===== src/rtl/rr_burst_arbiter_if.sv =====
// Requester-side and downstream-side beat bus for rr_burst_arbiter.
// Latency: none (signal bundle only).
// Backpressure: out_ready from downstream is routed back to exactly one req_ready bit.
interface rr_burst_arbiter_if #(
   parameter int PORT = 4,
   parameter int DATA = 32
);
   localparam int IDX = $clog2(PORT);

   logic [PORT-1:0]      req_valid;
   logic [PORT-1:0]      req_last;
   logic [PORT*DATA-1:0] req_data;
   logic [PORT-1:0]      req_ready;
   logic                 out_valid;
   logic                 out_last;
   logic [DATA-1:0]      out_data;
   logic [IDX-1:0]       out_id;
   logic                 out_ready;

   // Requesters plus downstream consumer
   modport master (
      output req_valid, req_last, req_data,
      input  req_ready,
      input  out_valid, out_last, out_data, out_id,
      output out_ready
   );

   // The arbiter itself
   modport slave (
      input  req_valid, req_last, req_data,
      output req_ready,
      output out_valid, out_last, out_data, out_id,
      input  out_ready
   );
endinterface


===== src/rtl/rr_burst_arbiter.sv =====
// N:1 round-robin burst arbiter with data mux; grant locks until the winner's last beat.
// Latency: 1 cycle request-to-out_valid, 1 idle bubble between bursts.
// Backpressure: out_ready passes straight to the granted req_ready; others see 0.
module rr_burst_arbiter #(
   parameter int PORT     = 4,
   parameter int DATA     = 32,
   parameter int MAX_BEAT = 16
) (
   input  logic              clk,
   input  logic              reset_n,
   input  logic              hold,
   rr_burst_arbiter_if.slave bus,
   output logic              busy,
   output logic              burst_err
);
   localparam int IDX = $clog2(PORT);
   localparam int CNT = $clog2(MAX_BEAT + 1);

   typedef enum logic {IDLE, LOCK} state_t;

   state_t         state;
   state_t         state_nxt;
   logic [IDX-1:0] r_ptr;
   logic [IDX-1:0] r_gnt;
   logic [CNT-1:0] r_beat;

   logic           pick_vld;
   logic [IDX-1:0] pick_idx;
   logic [IDX:0]   sum;
   logic [IDX-1:0] cand;
   logic           grant_now;
   logic           gnt_vld;
   logic           gnt_last;
   logic           hs;
   logic           err_hit;
   logic           rel;
   logic [IDX-1:0] ptr_adv;

   // Granted port's request and the handshake / release conditions
   assign gnt_vld   = bus.req_valid[r_gnt];
   assign gnt_last  = bus.req_last[r_gnt];
   assign hs        = (state == LOCK) && gnt_vld && bus.out_ready;
   // A non-last beat that fills the counter to MAX_BEAT is an overrun
   assign err_hit   = hs && !gnt_last && (r_beat == CNT'(MAX_BEAT - 1));
   assign rel       = hs && (gnt_last || err_hit);
   assign grant_now = (state == IDLE) && !hold && pick_vld;
   // Pointer advance wraps at PORT, so indices >= PORT are never reached
   assign ptr_adv   = (r_gnt == IDX'(PORT - 1)) ? '0 : r_gnt + IDX'(1);

   // Round-robin search from r_ptr; scanning downward lets the nearest requester win
   always_comb begin
      pick_vld = 1'b0;
      pick_idx = '0;
      sum      = '0;
      cand     = '0;
      for (int k = PORT - 1; k >= 0; k--) begin
         sum = {1'b0, r_ptr} + (IDX + 1)'(k);
         if (sum >= (IDX + 1)'(PORT)) begin
            sum = sum - (IDX + 1)'(PORT);
         end
         cand = sum[IDX-1:0];
         if (bus.req_valid[cand]) begin
            pick_vld = 1'b1;
            pick_idx = cand;
         end
      end
   end

   // FSM state register
   always_ff @(posedge clk or negedge reset_n) begin
      if (!reset_n) begin
         state <= IDLE;
      end else begin
         state <= state_nxt;
      end
   end

   // FSM next state: grab a winner in IDLE, release on last beat or overrun
   always_comb begin
      state_nxt = state;
      case (state)
         IDLE:    if (grant_now) state_nxt = LOCK;
         LOCK:    if (rel)       state_nxt = IDLE;
         default: state_nxt = IDLE;
      endcase
   end

   // Grant, pointer and beat counter registers
   always_ff @(posedge clk or negedge reset_n) begin
      if (!reset_n) begin
         r_ptr  <= '0;
         r_gnt  <= '0;
         r_beat <= '0;
      end else begin
         if (grant_now) begin
            r_gnt  <= pick_idx;
            r_beat <= '0;
         end else if (hs && (r_beat != CNT'(MAX_BEAT))) begin
            r_beat <= r_beat + CNT'(1);
         end
         if (rel) begin
            r_ptr <= ptr_adv;
         end
      end
   end

   // FSM outputs: mux the granted port downstream and route ready back to it only
   always_comb begin
      bus.req_ready = '0;
      bus.out_valid = 1'b0;
      bus.out_last  = 1'b0;
      bus.out_data  = '0;
      bus.out_id    = '0;
      busy          = 1'b0;
      burst_err     = 1'b0;
      if (state == LOCK) begin
         bus.out_valid        = gnt_vld;
         bus.out_last         = gnt_vld && gnt_last;
         bus.out_data         = bus.req_data[int'(r_gnt) * DATA +: DATA];
         bus.out_id           = r_gnt;
         busy                 = 1'b1;
         bus.req_ready[r_gnt] = bus.out_ready;
         burst_err            = err_hit;
      end
   end
endmodule


===== src/flat_wrapper.sv =====
// flat-port wrapper written by rule: the top's interface ports become plain ports
module rr_burst_arbiter_flat 
#(
   parameter int PORT     = 4,
   parameter int DATA     = 32,
   parameter int MAX_BEAT = 16
)
  (clk, reset_n, hold, busy, burst_err, bus_req_valid, bus_req_last, bus_req_data, bus_req_ready, bus_out_valid, bus_out_last, bus_out_data, bus_out_id, bus_out_ready);
  rr_burst_arbiter_if #(.PORT(PORT), .DATA(DATA)) bus_i ();
  input  logic clk;
  input  logic reset_n;
  input  logic hold;
  output logic busy;
  output logic burst_err;
  input wire logic [$bits(bus_i.req_valid)-1:0] bus_req_valid;
  input wire logic [$bits(bus_i.req_last)-1:0] bus_req_last;
  input wire logic [$bits(bus_i.req_data)-1:0] bus_req_data;
  output wire logic [$bits(bus_i.req_ready)-1:0] bus_req_ready;
  output wire logic [$bits(bus_i.out_valid)-1:0] bus_out_valid;
  output wire logic [$bits(bus_i.out_last)-1:0] bus_out_last;
  output wire logic [$bits(bus_i.out_data)-1:0] bus_out_data;
  output wire logic [$bits(bus_i.out_id)-1:0] bus_out_id;
  input wire logic [$bits(bus_i.out_ready)-1:0] bus_out_ready;
  assign bus_i.req_valid = bus_req_valid;
  assign bus_i.req_last = bus_req_last;
  assign bus_i.req_data = bus_req_data;
  assign bus_req_ready = bus_i.req_ready;
  assign bus_out_valid = bus_i.out_valid;
  assign bus_out_last = bus_i.out_last;
  assign bus_out_data = bus_i.out_data;
  assign bus_out_id = bus_i.out_id;
  assign bus_i.out_ready = bus_out_ready;
  rr_burst_arbiter #(.PORT(PORT), .DATA(DATA), .MAX_BEAT(MAX_BEAT)) u_core (.clk(clk), .reset_n(reset_n), .hold(hold), .bus(bus_i), .busy(busy), .burst_err(burst_err));
endmodule

===== config.mk =====
export PLATFORM = sky130hd
export DESIGN_NAME = rr_burst_arbiter_flat
export DESIGN_NICKNAME = d
export VERILOG_FILES = /design/src/rtl/rr_burst_arbiter_if.sv /design/src/rtl/rr_burst_arbiter.sv /design/src/flat_wrapper.sv
export SDC_FILE = /design/constraint.sdc
export NUM_CORES = 1
export LEC_CHECK = 0
export BUFFER_PORTS_ARGS = -buffer_cell sky130_fd_sc_hd__buf_2
export CORE_ASPECT_RATIO = 0.6
export CORE_MARGIN = 3
export CORE_UTILIZATION = 25
export CTS_BUF_LIST = sky130_fd_sc_hd__clkbuf_16
export DETAILED_ROUTE_END_ITERATION = 7
export HOLD_SLACK_MARGIN = 0.12
export PLACE_DENSITY_LB_ADDON = 0.2
export SYNTH_ARGS = -nofsm -noshare
export SYNTH_HDL_FRONTEND = slang
export SYNTH_SLANG_ARGS = --single-unit

===== constraint.sdc =====
create_clock -name clk -period 2.4 [get_ports clk]
set_clock_uncertainty 0.15 [all_clocks]
set_input_delay 0.12 -clock clk [delete_from_list [all_inputs] [get_ports clk]]
set_output_delay 0.12 -clock clk [all_outputs]
set_load 0.02 [all_outputs]

After elaboration in Yosys (flattened, before gate mapping)

Index checks and enable logic that the tools add are counted.

Flip-flop bits (word level): 10
Input port bits: 140
Output and inout port bits: 42
Logic and storage cells: 82

Add/subtract/negate cells: 9
Magnitude comparators: 10
Equal/unequal tests: 3
Shifts and indexed selects: 1
Muxes and demuxes: 39
Bitwise logic cells: 2
Reduce and logical (&&, ||, !) cells: 14

Operator list:

| operator                                                                      | count |
|---|---|
| 128-bit by 8-bit variable part select with 32-bit output                      | 1 |
| 32-bit 2-to-1 mux                                                             | 1 |
| 2-bit 2-to-1 mux                                                              | 10 |
| 1-bit 2-to-1 mux                                                              | 17 |
| 2-bit by 3-bit less-than comparator with 1-bit output (second input constant) | 5 |
| 1-bit binary-select mux with 2-bit select                                     | 6 |
| 1-bit logical AND                                                             | 10 |
| 5-bit 2-to-1 mux                                                              | 2 |
| 3-bit >= comparator (second input constant)                                   | 3 |
| 2-bit by 1-bit subtractor with 2-bit output (second input constant)           | 4 |
| 2-bit by 2-bit adder with 3-bit output (second input constant)                | 2 |
| 5-bit by 1-bit adder with 5-bit output (second input constant)                | 1 |
| 5-bit by 4-bit equality test with 1-bit output (second input constant)        | 1 |
| 5-bit inequality test (second input constant)                                 | 1 |
| 4-bit AND                                                                     | 1 |
| 4-bit 2-to-1 mux                                                              | 1 |
| 2-bit by 1-bit adder with 3-bit output (second input constant)                | 1 |
| 2-bit by 3-bit >= comparator with 1-bit output (second input constant)        | 1 |
| 2-bit by 1-bit adder with 2-bit output (second input constant)                | 1 |
| 1-bit demux with 2-bit select                                                 | 1 |
| 2-bit equality test (second input constant)                                   | 1 |
| 2-bit by 1-bit >= comparator with 1-bit output (second input constant)        | 1 |
| 1-bit logical NOT                                                             | 2 |
| 1-bit case mux with 2 select lines                                            | 1 |
| 3 further kinds                                                               | 3 |

Logic depth before layout (Yosys ltp)

Depth after elaboration: 12
Depth in mapped cells: 6
Gate-level depth less buffers: 6

Worst setup path before layout

No wires, ideal clock.

Kind: reg2out
Start point: reg u_core.r_gnt[0]
End point: out bus_out_last
Arrival time: 1866 ps
Required time: 2130 ps
Path slack: 264 ps
Cell stages (with the launch flop): 6
Path buffers: 2
Path through: dfrtp_1 -> buf_4 -> buf_4 -> nor2_1 -> a211oi_1 -> nor2b_1

Word-level cells in the longest chain between the ends: 4
Elaborated cells between the ends (all ways): 6
Those cells by class: mux: 5; reduce/logical: 1

RTL lines:

| what                                                                | RTL line                                       | source |
|---|---|---|
| from (decl)                                                         | rr_burst_arbiter.sv:24                         | `logic [IDX-1:0] r_gnt;` |
| from (signal assigned)                                              | rr_burst_arbiter.sv:96                         | `r_gnt <= pick_idx;` |
| 1-bit binary-select mux with 2-bit select, on equally long branches | rr_burst_arbiter.sv:40, rr_burst_arbiter.sv:41 |  |
| 1-bit 2-to-1 mux, on equally long branches                          | rr_burst_arbiter.sv:40, rr_burst_arbiter.sv:41 |  |
| 1-bit logical AND *                                                 | rr_burst_arbiter.sv:118                        | `bus.out_last = gnt_vld && gnt_last;` |
| 1-bit 2-to-1 mux *                                                  | rr_burst_arbiter.sv:116                        | `if (state == LOCK) begin` |
| to (decl)                                                           | flat_wrapper.sv:20                             | `output wire logic [$bits(bus_i.out_last)-1:0] bus_out_last;` |

Every way passes the cells marked *; elsewhere a longest branch is shown, timed or not. The select of a mux whose other input is x is not followed.

Worst setup path in the final report

Start point: reg u_core.r_gnt[0]
End point: out bus_out_data[20]

Word-level cells in the longest chain between the ends: 2

RTL lines:

| what                                                     | RTL line                | source |
|---|---|---|
| 128-bit by 8-bit variable part select with 32-bit output | rr_burst_arbiter.sv:119 | `bus.out_data = bus.req_data[int'(r_gnt) * DATA +: DATA];` |
| 32-bit 2-to-1 mux                                        | rr_burst_arbiter.sv:116 |  |
| to (decl)                                                | flat_wrapper.sv:21      | `output wire logic [$bits(bus_i.out_data)-1:0] bus_out_data;` |

Every way passes these cells.

==> qor.txt <==
Arrival @ worst endpoint = 1860 ps
Design Area, Final = 2877 um2
worst min-delay path class = in -> async
Final Cycle Share = 88.92%
Port Buf Inserts = 181
slew margin rel. = 73.08%
Detailed Place HPWL = 6121 um
DR WL/cell = 16.59 um
GRT overflow = 0
length of the first detailed-routing pass in iterations = 4
Final Hold Slack = 126.2 ps
fin. max-slew vios = 0
area share of the largest cell type after synthesis = 40.97%
unrepaired setup endpoints after global routing = no
CP top delay family = flip-flops
area grow syn2layout = 63.51%
fin nets = 488
initial antenna violation count = 0
Routed Antenna Nets = 0
WL final = 7036 um
Initial Util = 27.31%
die area = 8112 um2
clock sink count = 10
met3 usage = 2.735%
busiest grt layer = met2
setup TNS = 0 ps
slowest stage delay, CP = 530 ps
syn nets = 305
fin crit period = 2134 ps
CTS root buffer = clkbuf_16
sequential-to-total area share from yosys stat = 14.22%
Syn Area/Cell = 11.13 um2
Worst-Margin Slew = 401.4 ps
Hold Fails Final Rpt = 0
met2 Usage GRT = 30.54%
worst IR drop on VDD = 0.6154 mV
Critical Path RT = 2130 ps
Yosys warnings = 0
maxcap violations = 0
PostCTS Resize Cnt = 0
Site Rows = 22
gate count after technology mapping = 158
Pleak = 1.466 nW
Critical-path top delay cell = dfrtp_2
ratio of cells with drive above 1 in the final layout = 67.35%
count of final setup violators = 0
CP Launch Type = flip-flop
CTS tree = yes
Clock Pin Slew Worst Setup and Hold Paths = 40 ps
first-pass GRT wire length = 11070 um
Die Wd = 114.3 um
Inserted Clock Buffers = 3
total vias in the final route = 2015
nature of the critical path endpoint = primary output
Cell Chain, Critical Path = buf_4 > mux4_2 > and2_1 > buf_2
type of the worst setup path = reg -> out
Die H = 70.98 um
GP Congestion = 0.8906
initial DRC count = 120
GR Util met1 = 21.02%
power per cell area = 1063 nW/um2
largest cells by area after synthesis = mux4_2, dfrtp_1, and2_1
worst skew pair latency = 240 ps
DRC = 0
# diodes = 0
Max Clk Rate = 468.6 MHz
vias in the first global route = 2112
Worst Path Buf+Inv = 2
Yosys reg bits = 10
# hold bufs at CTS = 4
Netlist Area Pre-Place = 1759 um2
area leader, netlist = mux4_2
Netlist cell types = 31
largest net degree at the start of global routing = 33
vias per inst = 4.752
All-Layer GR Usage = 16.84%
CTS Buffer Depth = 2
Ports = 182
status = finished, final reports clean
core box area = 6441 um2
Post-CTS Setup Inserts = 0
H-tree depth = 1
CP max FO = 13
placed inst area = 2758 um2
## logic make-up (layout without fill, tap and decap cells)
logic type / count (synthesis) / in the layout / share of synthesized area [%]
and+or+nand+nor: 64 / 64 / 20.98
AOI/OAI and AO/OA: 15 / 15 / 7.397
DFF: 10 / 10 / 14.22
muxes: 41 / 41 / 46.59
buffers and inverters: 21 / 203 / 5.832
adders and majority gates: 7 / 7 / 4.978
## cell usage in the layout, fill, tap and decap left out, types with 2 or more instances in the layout
cell type,synthesis,layout
a211oi_1,2,2
a21oi_1,2,2
and2_1,33,33
and3_1,6,6
buf_2,1,181
buf_4,4,5
clkbuf_16,0,3
dfrtp_1,10,8
dfrtp_2,0,2
dlygate4sd3_1,0,4
ha_1,7,7
inv_1,8,8
mux2_1,2,2
mux2_2,2,2
mux2i_1,4,4
mux4_2,32,32
nand2_1,8,8
nand2b_1,2,2
nand3_1,3,3
nor2_1,6,6
nor2b_1,2,2
o21ai_0,5,5
o31ai_1,2,2
## routing by layer
metal / part of all wire [%] / routed length, um
met2: 51 / 3611
met4: 1.5 / 104
met3: 6.6 / 464
met1: 41 / 2856
met5: 0 / 0
## layout make-up
cell class              instances  area (um2)
clock buffers                   3       75.07
clock inverters                 1       3.754
fillers                       640        3565
inverters                       8       30.03
multi-input cells             127        1406
flip-flops and latches         10       252.7
well taps                      84       105.1
repair buffers                191        1003
## sequential cells by signal, summed over array words and instances, names as in the netlist
name,cells
u_core.r_gnt,2
u_core.r_ptr,2
u_core.state,1
u_core.r_beat,5
## worst reg2reg max path: cells and delay by family, from the launching register on
family	cells	cell delay (ps)
AOI/OAI and AO/OA	2	720
DFF	1	490
buffers and inverters	1	560
## per-stage QoR
stage / setup WS [ps] / utilization, % / instances / power (W)
3_3_place_gp: 516.2 / 42.81 / 416 / 0.002756
4_1_cts: 253.0 / 44.66 / 424 / 0.003103
2_1_floorplan: 263.8 / - / 158 / 0.002061
3_5_place_dp: 506.9 / 42.81 / 416 / 0.002772
6_report: 266.0 / 44.66 / 424 / 0.003059
5_1_grt: 147.3 / 44.66 / 424 / 0.003301
## cell usage after synthesis
library cell	instances
a211o_1	1
a211oi_1	2
a21boi_4	1
a21oi_1	2
a32o_1	1
and2_1	33
and3_1	6
and3b_1	1
buf_2	1
buf_4	4
buf_6	1
clkbuf_1	7
dfrtp_1	10
ha_1	7
inv_1	8
mux2_1	2
mux2_2	2
mux2i_1	4
mux2i_2	1
mux4_2	32
nand2_1	8
nand2b_1	2
nand3_1	3
nand4_1	1
nor2_1	6
nor2b_1	2
nor3b_1	1
nor4bb_1	1
o21ai_0	5
o2bb2ai_4	1
o31ai_1	2
## report_power, final
part / switching, W / total [W] / internal, W
registers: 0.000140 / 0.000382 / 0.000241
logic: 0.00123 / 0.00238 / 0.00115
clock network: 0.0000801 / 0.000299 / 0.000219
total: 0.00145 / 0.00306 / 0.00161
## worst paths after layout
| check | start | end | slack (ps) | depth (start not counted) |
|---|---|---|---|---|
| worst min register to register | u_core.r_beat[3]$_DFFE_PN0P_ | u_core.r_beat[3]$_DFFE_PN0P_ | 370 | 1 |
| worst max-delay path | u_core.r_gnt[0]$_DFFE_PN0P_ | bus_out_data[20] | 270 | 4 |
| worst max register to register | u_core.state$_DFF_PN0_ | u_core.r_gnt[0]$_DFFE_PN0P_ | 410 | 3 |
| worst min-delay path | reset_n | u_core.r_beat[0]$_DFFE_PN0P_ | 130 | 2 |
| max in group asynchronous | reset_n | u_core.r_gnt[0]$_DFFE_PN0P_ | 1760 | 2 |
| min in group clk | bus_req_valid[3] | u_core.r_gnt[1]$_DFFE_PN0P_ | 140 | 3 |
(Power assumes the default switching activity.)
